## src/rtl/cordic_arbiter.sv

```systemverilog
// cordic_arbiter: round-robin arbiter and sequencer sharing one vectoring CORDIC
// between NUM_REQ requesters.
//
// For the granted requester the block:
//   - latches that requester's operands;
//   - pulses cordic_start;
//   - waits for cordic_done, guarded by a watchdog;
//   - returns angle/magnitude to that requester with a one-cycle rsp_valid pulse.
//
// Ports:
//   clk, rst                 clock, asynchronous active-high reset
//   req[NUM_REQ]             per-requester request level
//   x_in, y_in               flattened signed operands, requester i at [i*DW +: DW]
//   ack[NUM_REQ]             one-hot, one cycle: request accepted, operands captured
//   rsp_valid[NUM_REQ]       one-hot, one cycle: result for that requester
//   rsp_angle, rsp_mag       result, held until the next response
//   rsp_err                  qualifies rsp_valid; 1 = watchdog timeout
//   busy                     high whenever not idle
//   grant_id                 index of current/last granted requester
//   cordic_start             one-cycle start to the CORDIC
//   cordic_x, cordic_y       registered operands to the CORDIC
//   cordic_angle, cordic_mag CORDIC results, valid with cordic_done
//   cordic_done              CORDIC completion pulse
module cordic_arbiter #(
  parameter int unsigned NUM_REQ = 4,
  parameter int unsigned DW      = 16,
  parameter int unsigned TIMEOUT = 63
) (
  input  logic                   clk,
  input  logic                   rst,
  input  logic [NUM_REQ-1:0]     req,
  input  logic [NUM_REQ*DW-1:0]  x_in,
  input  logic [NUM_REQ*DW-1:0]  y_in,
  output logic [NUM_REQ-1:0]     ack,
  output logic [NUM_REQ-1:0]     rsp_valid,
  output logic signed [DW-1:0]   rsp_angle,
  output logic signed [DW-1:0]   rsp_mag,
  output logic                   rsp_err,
  output logic                   busy,
  output logic [2:0]             grant_id,
  output logic                   cordic_start,
  output logic signed [DW-1:0]   cordic_x,
  output logic signed [DW-1:0]   cordic_y,
  input  logic signed [DW-1:0]   cordic_angle,
  input  logic signed [DW-1:0]   cordic_mag,
  input  logic                   cordic_done
);

  localparam logic [1:0] ST_IDLE = 2'd0;
  localparam logic [1:0] ST_WAIT = 2'd1;
  localparam logic [1:0] ST_RESP = 2'd2;

  logic [1:0]             r_state;
  logic [2:0]             r_last;
  logic [2:0]             r_gid;
  logic [7:0]             r_timer;
  logic [NUM_REQ-1:0]     r_ack;
  logic [NUM_REQ-1:0]     r_rsp_valid;
  logic signed [DW-1:0]   r_rsp_angle;
  logic signed [DW-1:0]   r_rsp_mag;
  logic                   r_rsp_err;
  logic                   r_start;
  logic signed [DW-1:0]   r_cx;
  logic signed [DW-1:0]   r_cy;

  logic                   w_any;
  logic [2:0]             w_sel;
  logic [NUM_REQ-1:0]     w_sel_oh;
  logic [NUM_REQ-1:0]     w_cur_oh;
  logic signed [DW-1:0]   w_sel_x;
  logic signed [DW-1:0]   w_sel_y;

  // Round-robin pick: walk positions last+1 .. last+NUM_REQ (mod NUM_REQ).
  // Iterating from the farthest position down lets the nearest hit win.
  always_comb begin
    int unsigned idx;
    idx   = '0;
    w_sel = '0;
    w_any = |req;
    for (int k = NUM_REQ - 1; k >= 0; k--) begin
      idx = 32'(r_last) + 32'(k) + 32'd1;
      if (idx >= NUM_REQ) idx = idx - NUM_REQ;
      for (int i = 0; i < NUM_REQ; i++) begin
        if (idx == 32'(i) && req[i]) w_sel = 3'(i);
      end
    end
  end

  // Operand mux and one-hot decodes of the new and the in-flight grant.
  always_comb begin
    w_sel_x  = '0;
    w_sel_y  = '0;
    w_sel_oh = '0;
    w_cur_oh = '0;
    for (int i = 0; i < NUM_REQ; i++) begin
      if (w_sel == 3'(i)) begin
        w_sel_x     = x_in[i*DW +: DW];
        w_sel_y     = y_in[i*DW +: DW];
        w_sel_oh[i] = 1'b1;
      end
      if (r_gid == 3'(i)) w_cur_oh[i] = 1'b1;
    end
  end

  always_ff @(posedge clk or posedge rst) begin
    if (rst) begin
      r_state     <= ST_IDLE;
      r_last      <= 3'(NUM_REQ - 1);
      r_gid       <= '0;
      r_timer     <= '0;
      r_ack       <= '0;
      r_rsp_valid <= '0;
      r_rsp_angle <= '0;
      r_rsp_mag   <= '0;
      r_rsp_err   <= 1'b0;
      r_start     <= 1'b0;
      r_cx        <= '0;
      r_cy        <= '0;
    end else begin
      // Pulses default low; each is set for exactly one cycle below.
      r_ack       <= '0;
      r_start     <= 1'b0;
      r_rsp_valid <= '0;
      unique case (r_state)
        ST_IDLE: begin
          if (w_any) begin
            r_ack   <= w_sel_oh;
            r_start <= 1'b1;
            r_cx    <= w_sel_x;
            r_cy    <= w_sel_y;
            r_gid   <= w_sel;
            r_last  <= w_sel;
            r_timer <= '0;
            r_state <= ST_WAIT;
          end
        end
        ST_WAIT: begin
          // A done on the expiry edge takes priority over the watchdog.
          if (cordic_done) begin
            r_rsp_angle <= cordic_angle;
            r_rsp_mag   <= cordic_mag;
            r_rsp_err   <= 1'b0;
            r_rsp_valid <= w_cur_oh;
            r_state     <= ST_RESP;
          end else if (r_timer == 8'(TIMEOUT - 1)) begin
            r_rsp_angle <= '0;
            r_rsp_mag   <= '0;
            r_rsp_err   <= 1'b1;
            r_rsp_valid <= w_cur_oh;
            r_state     <= ST_RESP;
          end else begin
            r_timer <= r_timer + 8'd1;
          end
        end
        ST_RESP: begin
          r_rsp_err <= 1'b0;
          r_state   <= ST_IDLE;
        end
        default: r_state <= ST_IDLE;
      endcase
    end
  end

  assign ack          = r_ack;
  assign rsp_valid    = r_rsp_valid;
  assign rsp_angle    = r_rsp_angle;
  assign rsp_mag      = r_rsp_mag;
  assign rsp_err      = r_rsp_err;
  assign busy         = (r_state != ST_IDLE);
  assign grant_id     = r_gid;
  assign cordic_start = r_start;
  assign cordic_x     = r_cx;
  assign cordic_y     = r_cy;

endmodule

```

## config.mk

```make
export PLATFORM = sky130hd
export DESIGN_NAME = cordic_arbiter
export DESIGN_NICKNAME = d
export VERILOG_FILES = /design/src/rtl/cordic_arbiter.sv
export SDC_FILE = /design/constraint.sdc
export NUM_CORES = 1
export LEC_CHECK = 0
export ABC_AREA = 1
export ABC_CLOCK_PERIOD_IN_PS = 2630
export CORE_ASPECT_RATIO = 0.7
export CORE_MARGIN = 1
export CORE_UTILIZATION = 38
export CTS_CLUSTER_SIZE = 12
export DETAILED_ROUTE_END_ITERATION = 8
export HOLD_SLACK_MARGIN = 0.1
export PLACE_DENSITY = 0.83
export SLEW_MARGIN = 20
export SYNTH_ARGS = -nofsm -noshare
export SYNTH_HDL_FRONTEND = slang
export SYNTH_SLANG_ARGS = --single-unit
```

## constraint.sdc

```tcl
create_clock -name clk -period 2.63 [get_ports clk]
set_input_delay 0.263 -clock clk [delete_from_list [all_inputs] [get_ports clk]]
set_output_delay 0.263 -clock clk [all_outputs]
set_load 0.01 [all_outputs]
```

# Word level (Yosys, flattened, before mapping)
# Index checks and enable logic that the tools add are counted.
word_totals:
  ff_bits: 90
  out_inout_bits: 78
classes:
  add_sub_neg: 11
  n_lt_le_gt_ge: 4
  n_eq_ne: 25
  mux: 56
  n_reduce_logical: 31
ops:
  columns: ["operator", "count"]
  rows:
  - ["equality test 32 x 2 -> 1 bit (second input constant)", 8]
  - ["two-way mux 16 bit", 11]
  - ["equality test 32 x 1 -> 1 bit (second input constant)", 4]
  - ["two-way mux 32 bit", 4]
  - ["zero test 32 bit", 3]
  - ["two-way mux 3 bit", 14]
  - ["adder 32 x 1 -> 32 bit (second input constant)", 1]
  - [">= comparator 32 x 3 -> 1 bit (second input constant)", 1]
  - ["subtractor 32 x 3 -> 32 bit (second input constant)", 1]
  - ["two-way mux 8 bit", 3]
  - ["two-way mux 4 bit", 5]
  - ["one-hot mux 8 bit (2 select lines)", 1]
  - ["logical AND 1 bit", 15]
  - ["two-way mux 1 bit", 13]
  - ["equality test 3 x 2 -> 1 bit (second input constant)", 4]
  - ["subtractor 5 x 3 -> 6 bit (second input constant)", 2]
  - ["adder 4 x 1 -> 5 bit (second input constant)", 2]
  - [">= comparator 5 x 3 -> 1 bit (second input constant)", 2]
  - ["adder 3 x 2 -> 4 bit (second input constant)", 2]
  - ["adder 8 x 1 -> 8 bit (second input constant)", 1]
  - ["equality test 8 x 6 -> 1 bit (second input constant)", 1]
  - ["AND reduction 2 bit", 4]
  - ["nonzero test 2 bit", 4]
  - ["equality test 3 x 1 -> 1 bit (second input constant)", 2]
  - ["other kinds (14)", 19]

# Logic depth before layout (Yosys ltp)
# Gate-level depths: netlist of run 1.
logic_depth:
  ltp_word: 26
  mapped_depth: 22

# Worst setup path before layout of run 1
# No wires, ideal clock.
synth_path:
  path_type: "register to register"
  from: "register r_last[0]"
  to: "register r_cx[0] (netlist: cordic_x[0])"
  t_arrival_ns: 1.863
  setup_slack_ns: 0.650
  stages_incl_launch_ff: 17
  cell_sequence: "dfstp_2 buf_6 inv_2 nand3_1 nand2_1 nand2_1 nand3_1 nand3_1 nand3_1 a21oi_2 inv_2 buf_2 buf_6 nand3_1 nand3_1 nand2_1 nand2_1"
synth_between:
  elab_chain_len: 26
  word_cells_on_any_way: 71
  cone_classes: "add/sub: 10; order compare: 4; eq/ne: 15; mux: 23; reduce/logical: 19"
synth_rtl:
  columns: ["item", "line", "source"]
  rows:
  - ["start: declaration", "54", "logic [2:0] r_last;"]
  - ["start signal: assignment", "108", "r_last <= 3'(NUM_REQ - 1);"]
  - ["start signal: assignment", "132", "r_last <= w_sel;"]
  - ["branches (longest 20 deep; another with adder 32 x 1 -> 32 bit)", null, null]
  - ["two-way mux 3 bit *", "84", "if (idx == 32'(i) && req[i]) w_sel = 3'(i);"]
  - ["zero test 3 bit", "96", "if (w_sel == 3'(i)) begin"]
  - ["two-way mux 16 bit (3 in a row)", "96", null]
  - ["two-way mux 16 bit *", "96", null]
  - ["end signal: assignment", "129", "r_cx <= w_sel_x;"]
  - ["end: declaration", "63", "logic signed [DW-1:0] r_cx;"]
# Every way passes the cells marked *.
# A chain may end at the register's enable or synchronous reset.

# Final worst setup path of run 1
layout_path:
  from: "register r_last[1]"
  to: "register r_cy[9] (netlist: cordic_y[9])"
layout_between:
  elab_chain_len: 26
  word_cells_on_any_way: 71
  cone_classes: "add/sub: 10; order compare: 4; eq/ne: 15; mux: 23; reduce/logical: 19"
layout_rtl:
  columns: ["item", "line", "source"]
  rows:
  - ["branches (longest 20 deep; another with adder 32 x 1 -> 32 bit)", null, null]
  - ["two-way mux 3 bit *", "84", null]
  - ["zero test 3 bit", "96", null]
  - ["two-way mux 16 bit (3 in a row)", "96", null]
  - ["two-way mux 16 bit *", "96", null]
  - ["end signal: assignment", "130", "r_cy <= w_sel_y;"]
  - ["end: declaration", "64", "logic signed [DW-1:0] r_cy;"]
# Marked as above.

==> summary by stage, run 1 <==
Timing
The relative max-transition margin is 0.588. The number of endpoints failing setup at the final stage is 0. The final hold violation count is 0. The max-slew violation count is 0. For this run, the top clock speed supported by timing is 0.439 GHz.

For the final database, setup skew stands at 0.00622 ns. Setup repair after global routing left no endpoint under its margin. Across all hold checks on the routed design, the worst slack comes to 0.321 ns.

Of the available clock period, the critical path in the final layout requires 0.866. The post-layout minimum cycle time is 2.28 ns. The final-layout setup total negative slack is 0 ns. The actual slew at the worst max-slew pin is 0.617 ns.

Clock network
Counting along the longest clock path gives a buffer depth of 2. After clock tree synthesis, the setup repair step added 0 buffers. The post-cts gate resize count is 0. At the later pin of the worst-skew pair, clock insertion delay measures 0.33 ns.

Counting the buffers created by CTS gives 9. The clock tree from TritonCTS is done. For this design, the CTS-stage hold fixing added 0 buffers. After clock tree synthesis, the clock-pin slew on the worst setup and hold paths is 0.07 ns. The CTS root buffer is clkbuf_16. Clock tree synthesis found a total of 88 sinks.

CTS built an H-tree with a depth of 3.

Synth
Each instance of the synthesized netlist takes up on average 7.04 µm². The synthesized design spends more area on one cell type than any other, namely dfrtp_1. Counting flops with an async set or reset pin after synthesis yields a share of 1.00.

In this run, synthesis inferred 0 flip-flops with an integrated enable. After synthesis, the share of cell area in mux cells is 0. Of the total synthesized cell area, the portion taken by XOR and XNOR cells is 0. After synthesis, the cell types taking the most area are dfrtp_1 42%, nand2_1 18%, nand3_1 14%. The net count after synthesis is 898. Synthesis instantiated 29 different standard cells from the library. In this run, synthesis produced a sequential element count of 88. The adder and majority cell fraction of the synthesized area is 0.00488.

The number of warnings printed during yosys synthesis is 0. The basic-gate share of the synthesized area counting and, or, nand and nor cells is 0.433. The instance count of the mapped netlist is 729. The proportion of synthesized chip area in sequential cells is 0.430. The post-synthesis compound-gate area fraction is 0.0178.

The main combinational cell family by area after synthesis is simple AND/OR/NAND/NOR gates. In this run the cell area of the synthesized design comes to 5130 µm². The most used flip-flop cell after synthesis is dfrtp_1. The fraction of post-synthesis cell area in the top cell type by area is 0.419.

Worst setup path
The number of buffers and inverters on the critical path is 1. Data on the critical path arrives at its endpoint at 2.50 ns. The critical path's top delay family is simple AND/OR/NAND/NOR gates. The highest cell delay on the worst timing path is 0.65 ns.

The worst setup path is of the flop to flop kind. The dominant cell type by count on the critical path is nand2_1. Along the worst path, the maximum fanout reaches 21. Among all stages on the critical path, the largest delay is contributed by dfstp_2. Walking the worst path, the cells encountered are inv_2 -> nand3_1 -> nand2_1 -> nand2_1 -> nand2_1 -> nand2_1 -> nand2_1 -> nand2_1 -> nand2_1 -> nand2_1 -> nand2_1 -> nand2_2 -> nand2_4 -> nand2_4 -> nand2_4 -> nand2_4 -> nand3_1 -> nand2_1 -> nand2_1. The worst setup path is captured at a flop. STA classifies the critical path startpoint as a flop. STA puts the critical path data required time at 2.86 ns.

Drt
The detailed-route vias per instance is 5.04. The mean routed wirelength per cell is 15.0 µm. The post-detailed-route DRC marker count is 0. The first TritonRoute pass finished after 5 iterations.

The violation count after the first detailed-routing iteration is 349. The wire length reported by the detailed router is 17,200 µm. The count of nets left with antenna violations once routing finished came out at 0.

The via count is 5,746.

Floorplanning
Measured along the x axis, the die boundary spans 141 µm. The core region is 13,200 µm². For this configuration, the core starts out at a cell density of 0.389.

The floorplan die height is 99.2 µm. The count of boundary I/O pins is 245. The floorplan has 35 rows. The floorplan die area is 14,000 µm².

Placement
At the end of routability-driven placement, the weighted congestion stood at 0.958. Detailed placement ended at an HPWL of 12,700 µm. In this run the tool buffered the top-level ports with 243 buffer cells.

The cell area after placement is 7730 µm².

Outcome
The run finished with clean final reports.

Job
The number of max-cap violations is 0.

Pwr
Of the total power, combinational logic draws 0.637. The internal power consumption is 5.34 mW. The power dissipated by switching net loads is 4.66 mW. The worst-case vdd ir drop is 696 µV. The areal power density over the cells is 1240 nW/µm².

The portion of total power attributed to the clock network is 0.130. Of the total power, the share spent switching nets is 0.466. The analysis attributes to cell leakage a power of 3.94 nW. Of the total power, registers draw 0.233.

Final layout
In the layout the commonest cells are 247 x nand2_1, 243 x clkdlybuf4s50_1, 140 x nand3_1. With fillers left out, the area of the finished cells amounts to 8030 µm². The final net count is 1,120. The fraction of final layout cells sized beyond drive strength 1 is 0.0554. The area added between synthesis and finish is 56.5%. The number of antenna diodes in the final layout is 0.

Leaving out fill and tap cells, the most frequent cell in the layout is nand2_1.

Global routing
For this run, the total global-route usage over all layers was measured as 0.250. The layer with the highest usage after global routing is met2. For this run, global-route usage on met1 was measured as 0.334. The met2 track demand over resource in global routing is 0.410.

The first-pass GRT wire length is 27,500 µm. The global routing usage on met3 is 0.0602. The number of global-route vias before repair is 5,292. Entering global routing, the biggest net connects 52 pins. The number of antenna violations at the first check in global routing is 0. The total congestion overflow is 0.

Min path
The path category of the worst min-delay check is input pin to async pin.
[per-layer routing]
metal  part of all wire  wire length (µm)
met1               0.44              7610
met2               0.47              8010
met3              0.077              1320
met4              0.013               230
met5                  0                 0
[Yosys cell counts (4+ instances only)]
| library cell | instances |
|---|---|
| nand2_1 | 247 |
| nand3_1 | 140 |
| dfrtp_1 | 86 |
| inv_1 | 79 |
| nand4_1 | 64 |
| clkbuf_1 | 25 |
| buf_2 | 16 |
| nor2_1 | 14 |
| a21oi_1 | 7 |
| buf_6 | 7 |
| nor3_1 | 7 |
| o21ai_0 | 6 |
| buf_1 | 4 |
| inv_2 | 4 |
| nand2_4 | 4 |
[registers in the layout (all words and copies together) (netlist names), 4 cells and up]
name and cells:
r_timer 8, rsp_mag 16, ack 4, cordic_y 16
cordic_x 16, rsp_valid 4, rsp_angle 16
[cell families after synthesis]
logic type      after synthesis
simple gates                485
buf+inv                     136
flops                        88
compound gates               17
fa+ha+maj                     2
other cells                   1
[metrics by stage]
stage           util  worst slack [ns]  power (mW)  cells
2_1_floorplan      -            0.0918        6.30    729
3_3_place_gp   0.586             0.242        8.57   1125
3_5_place_dp   0.586             0.227        8.68   1125
4_1_cts        0.609             0.357        10.0   1141
5_1_grt        0.609             0.101        10.9   1141
6_report       0.609             0.353        10.0   1141
[final cells by class]
class | count | area, µm²
Clock buffer | 10 | 239
Clock inverter | 6 | 67.6
Fill cell | 1174 | 5150
Inverter | 83 | 314
Multi-Input combinational cell | 505 | 2350
Sequential cell | 88 | 2200
Tap cell | 185 | 231
Timing Repair Buffer | 264 | 2630
[power by group through the flow]
| stage | sequential (mW) | combinational (mW) | clock, mW |
|---|---|---|---|
| after floorplan | 2.51 | 3.79 | 0 |
| after global placement | 2.33 | 6.24 | 0 |
| after detailed placement | 2.33 | 6.35 | 0 |
| after CTS | 2.33 | 6.35 | 1.33 |
| after global routing | 2.40 | 7.09 | 1.40 |
| final | 2.33 | 6.37 | 1.30 |
[path summary, 6_finish.rpt]
check | endpoint | from | slack, ns | cells past startpoint
min in group clk | rsp_mag[0] | rsp_mag[0] | 0.47 | 2
hold reg to reg | rsp_mag[0] | rsp_mag[0] | 0.47 | 2
setup reg to reg | cordic_y[9] | r_last[1] | 0.35 | 19
hold / removal | rsp_angle[7] | rst | 0.32 | 2
setup / recovery | cordic_y[9] | r_last[1] | 0.35 | 19
max in group asynchronous | r_last[1] | rst | 1.62 | 3
(Power assumes the default switching activity.)
==> run 2: changes to the inputs <==
--- a/config.mk
+++ b/config.mk
@@ -5,15 +5,15 @@
 export SDC_FILE = /design/constraint.sdc
 export NUM_CORES = 1
 export LEC_CHECK = 0
-export ABC_AREA = 1
 export ABC_CLOCK_PERIOD_IN_PS = 2630
 export CORE_ASPECT_RATIO = 0.7
 export CORE_MARGIN = 1
-export CORE_UTILIZATION = 38
+export CORE_UTILIZATION = 35
 export CTS_CLUSTER_SIZE = 12
 export DETAILED_ROUTE_END_ITERATION = 8
 export HOLD_SLACK_MARGIN = 0.1
-export PLACE_DENSITY = 0.83
+export PLACE_DENSITY = 0.82
+export SETUP_SLACK_MARGIN = 0.05
 export SLEW_MARGIN = 20
 export SYNTH_ARGS = -nofsm -noshare
 export SYNTH_HDL_FRONTEND = slang
==> run 2 against run 1 <==
Net effect:
- count of clock-buffer cells in the layout rose by 1
- area after synthesis fell by 16%
- critical path depth fell by 13
- final area fell by 11%
- sequential share of layout area rose by 3.2 points
- sequential power barely moved
- clock power fell by 7%
- combinational power fell by 40%
- critical path type unchanged
- largest cell class unchanged
- largest power group unchanged
- highest routed layer unchanged
==> summary by stage, run 2 <==
Outcome
Result of the run: completed (unchanged).

Floorplanning
The starting density of the core came to 0.364 (was 0.389). The floorplan die height is 95.0 µm (was 99.2 µm). The die outline width was 135 µm (was 141 µm).

The floorplan die area was 12,800 µm² (was 14,000 µm²). The total number of placement rows is 33 (was 35). The count of boundary I/O pins is 245 (unchanged). The area of the core region was 11,900 µm² (was 13,200 µm²).

Worst setup path
The origin of the critical flop-to-flop path is r_last[0] (was r_last[1]). The arrival time at the worst endpoint is 2.33 ns (was 2.50 ns). The required time of the critical path is 2.84 ns (was 2.86 ns). The terminus of the critical flop-to-flop path is cordic_y[5] (was cordic_y[9]). The start point of the critical path is r_last[0] (was r_last[1]).

The capturing element type of the critical path is a flop (unchanged). The maximum fanout along the worst path is 32 (was 21). The category of the most critical setup path is flop to flop (unchanged). The element type at the critical path start is a flop (unchanged). The register-to-register setup slack was 0.51 ns (was 0.35 ns).

The worst reg-to-reg path cell count is 6 (was 19).

Job
The number of max-cap violations was 0 (unchanged).

Pwr
The worst-case vdd ir drop is 487 µV (was 696 µV). The portion of total power attributed to the clock network is 0.166 (was 0.130). The switching power as a share of total power is 0.374 (was 0.466). The combinational fraction of design power was 0.518 (was 0.637).

The areal power density over the cells came to 1020 nW/µm² (was 1240 nW/µm²). The internal power consumption was 4.58 mW (was 5.34 mW). The leakage power figure is 2.92 nW (was 3.94 nW). The power dissipated by switching net loads was 2.74 mW (was 4.66 mW). The sequential group share of total power is 0.316 (was 0.233).

Global routing
The layer with the highest usage after global routing is met2 (unchanged). The total congestion overflow came to 0 (unchanged). The number of antenna violations at the first check in global routing came to 0 (unchanged).

The global routing usage on met3 is 0.0399 (was 0.0602). The first-pass GRT wire length was 23,100 µm (was 27,500 µm). The number of global-route vias before repair is 4,571 (was 5,292). The overall track demand over capacity in global routing was 0.233 (was 0.250). The met2 track demand over resource in global routing was 0.402 (was 0.410). The pin count of the biggest net entering global routing came to 61 (was 52).

The routing usage on met1 is 0.296 (was 0.334).

Synth
The fraction of post-synthesis cell area in the top cell type by area is 0.498 (was 0.419). The leading area contributor after synthesis was dfrtp_1 (unchanged). The async set-reset flop share out of synthesis is 1.00 (unchanged). Most instantiated cells after synthesis: 86 x dfrtp_1, 37 x nand2_1, 33 x o21ai_0, 32 x a22o_1 (was 247 x nand2_1, 140 x nand3_1, 86 x dfrtp_1, 79 x inv_1, 64 x nand4_1).

The mean area per synthesized cell is 10.5 µm² (was 7.04 µm²). The mapped cell area is 4330 µm² (was 5130 µm²). The number of flops mapped to enable cells by yosys is 0 (unchanged). The most numerous cell in the Yosys netlist is dfrtp_1 (was nand2_1). Ranking of synthesized cells by area: dfrtp_1 50%, a22o_1 6.5%, a211oi_1 4.9% (was dfrtp_1 42%, nand2_1 18%, nand3_1 14%).

The net count after synthesis is 582 (was 898). The instance count of the mapped netlist is 413 (was 729). The proportion of synthesized chip area in sequential cells is 0.510 (was 0.430). The number of synthesized register bits is 88 (unchanged). The number of warnings printed during yosys synthesis was 0 (unchanged). The primary flip-flop cell chosen by synthesis mapping is dfrtp_1 (unchanged).

The count of unique library cells instantiated by Yosys is 43 (was 29).

Clock network
The clock tree from TritonCTS is done (unchanged). The number of buffers added for setup after CTS is 0 (unchanged). The post-cts gate resize count was 0 (unchanged).

The number of buffers added by the clock tree synthesis step came to 9 (unchanged). The number of buffers on the longest clock path came to 2 (unchanged). The number of sinks driven by the clock tree was 88 (unchanged). The count of hold buffers inserted by post-cts repair is 0 (unchanged). The CTS root buffer is clkbuf_16 (unchanged). The clock transition at the registers of the reported paths is 0.07 ns (about the same).

The later-pin clock latency in the skew report is 0.33 ns (about the same). The number of levels in the clock H-tree is 3 (unchanged).

Drt
The wire length reported by the detailed router is 14,800 µm (was 17,200 µm). The via count is 4,433 (was 5,746). The violation count after the first detailed-routing iteration was 242 (was 349).

The number of search-and-repair iterations in the first detailed-routing pass is 4 (was 5). The mean routed wirelength per cell was 18.4 µm (was 15.0 µm). The detailed-route vias per instance is 5.51 (was 5.04). The number of nets with antenna violations after routing is 0 (unchanged). The post-detailed-route DRC marker count is 0 (unchanged).

Timing
Unrepaired setup endpoints after global routing: no (unchanged). The final setup skew is 0.0103 ns (was 0.00622 ns). The final-layout setup total negative slack is 0 ns (unchanged).

The final period utilization was 0.807 (was 0.866). The relative max-transition margin is 0.583 (was 0.588). The max-slew violation count is 0 (unchanged). The fmax came to 0.471 GHz (was 0.439 GHz). The final hold violation count is 0 (unchanged).

The actual slew at the worst max-slew pin is 0.625 ns (was 0.617 ns). The post-layout minimum cycle time is 2.12 ns (was 2.28 ns). The number of endpoints failing setup at the final stage is 0 (unchanged).

Final layout
The fraction of final layout cells sized beyond drive strength 1 is 0.0634 (was 0.0554). The final net count is 811 (was 1,120). The number of filler cells placed in the layout is 947 (was 1,174). The most common cell after layout, fill and taps aside is clkdlybuf4s50_1 (was nand2_1). Highest-count cells in the layout ignoring fill and taps: 243 x clkdlybuf4s50_1, 86 x dfrtp_1, 36 x nand2_1 (was 247 x nand2_1, 243 x clkdlybuf4s50_1, 140 x nand3_1). The area added between synthesis and finish is 66.2% (was 56.5%). The number of diodes was 0 (unchanged). The final cell count without fillers is 804 (was 1,141).

Placement
The cell count after placement was 788 (was 1,125). The HPWL after detailed placement is 10,800 µm (was 12,700 µm). The global placement routability congestion is 0.913 (was 0.958). The number of buffers added on ports is 243 (unchanged).

Min path
The path category of the worst min-delay check is input pin to async pin (unchanged).
-- run 2: per-stage QoR --
step	power, mW	setup WS, ns	hold slack (ns)	cell area [µm²]	util
global placement	6.00	0.438	0.459	6900	0.581
floorplan	4.27	0.0918	0.403	4330	-
global route	7.81	0.404	0.354	7190	0.604
CTS	7.40	0.530	0.303	7190	0.604
finish	7.32	0.507	0.292	7190	0.604
detailed placement	6.15	0.317	0.467	6900	0.581
-- run 2: final cells by class --
class                      instances  area [µm²]  share of cell area
multi-input combinational        281        1900               0.264
clock buffer                      11         243              0.0338
inverter                           9        35.0             0.00487
timing repair buffer             253        2570               0.358
clock inverter                     5        40.0             0.00557
tap                              157         196              0.0273
sequential                        88        2200               0.307
-- run 2: power groups by stage --
| stage | sequential [mW] | combinational (mW) | clock [mW] |
|---|---|---|---|
| after floorplan | 2.53 | 1.74 | 0 |
| after global placement | 2.30 | 3.71 | 0 |
| after detailed placement | 2.32 | 3.83 | 0 |
| after CTS | 2.31 | 3.84 | 1.25 |
| after global routing | 2.39 | 4.13 | 1.29 |
| final | 2.32 | 3.80 | 1.21 |
-- run 2: logic make-up after synthesis --
family / synth area share
compound gates: 0.297
xor+xnor: 0.0121
fa+ha+maj: 0.00578
buf+inv: 0.0535
flops: 0.510
mux: 0.0124
other cells: 0.000867
simple gates: 0.108
-- run 2: worst max path at each step --
stage	endpoint	slack, ns	cells after the start
detailed placement	cordic_x[3]	0.32	7
finish	cordic_y[5]	0.51	6
CTS	cordic_y[12]	0.53	6
floorplan	ack[0]	0.09	1
global route	cordic_y[12]	0.40	6
global placement	cordic_x[4]	0.44	7
-- run 2: critical path, cell delays in order, from the launching register on --
cell	delay (ns)
dfstp_2	0.59
nand2b_2	0.20
a21oi_1	0.09
or3_1	0.49
buf_12	0.23
a221oi_1	0.27
o31ai_1	0.12
-- run 2: layer usage --
layer  up-vias  part of all wire
li1       2045                 -
met1      2197              0.42
met2       168              0.51
met3        23             0.059
met4         0             0.018
met5         -                 0
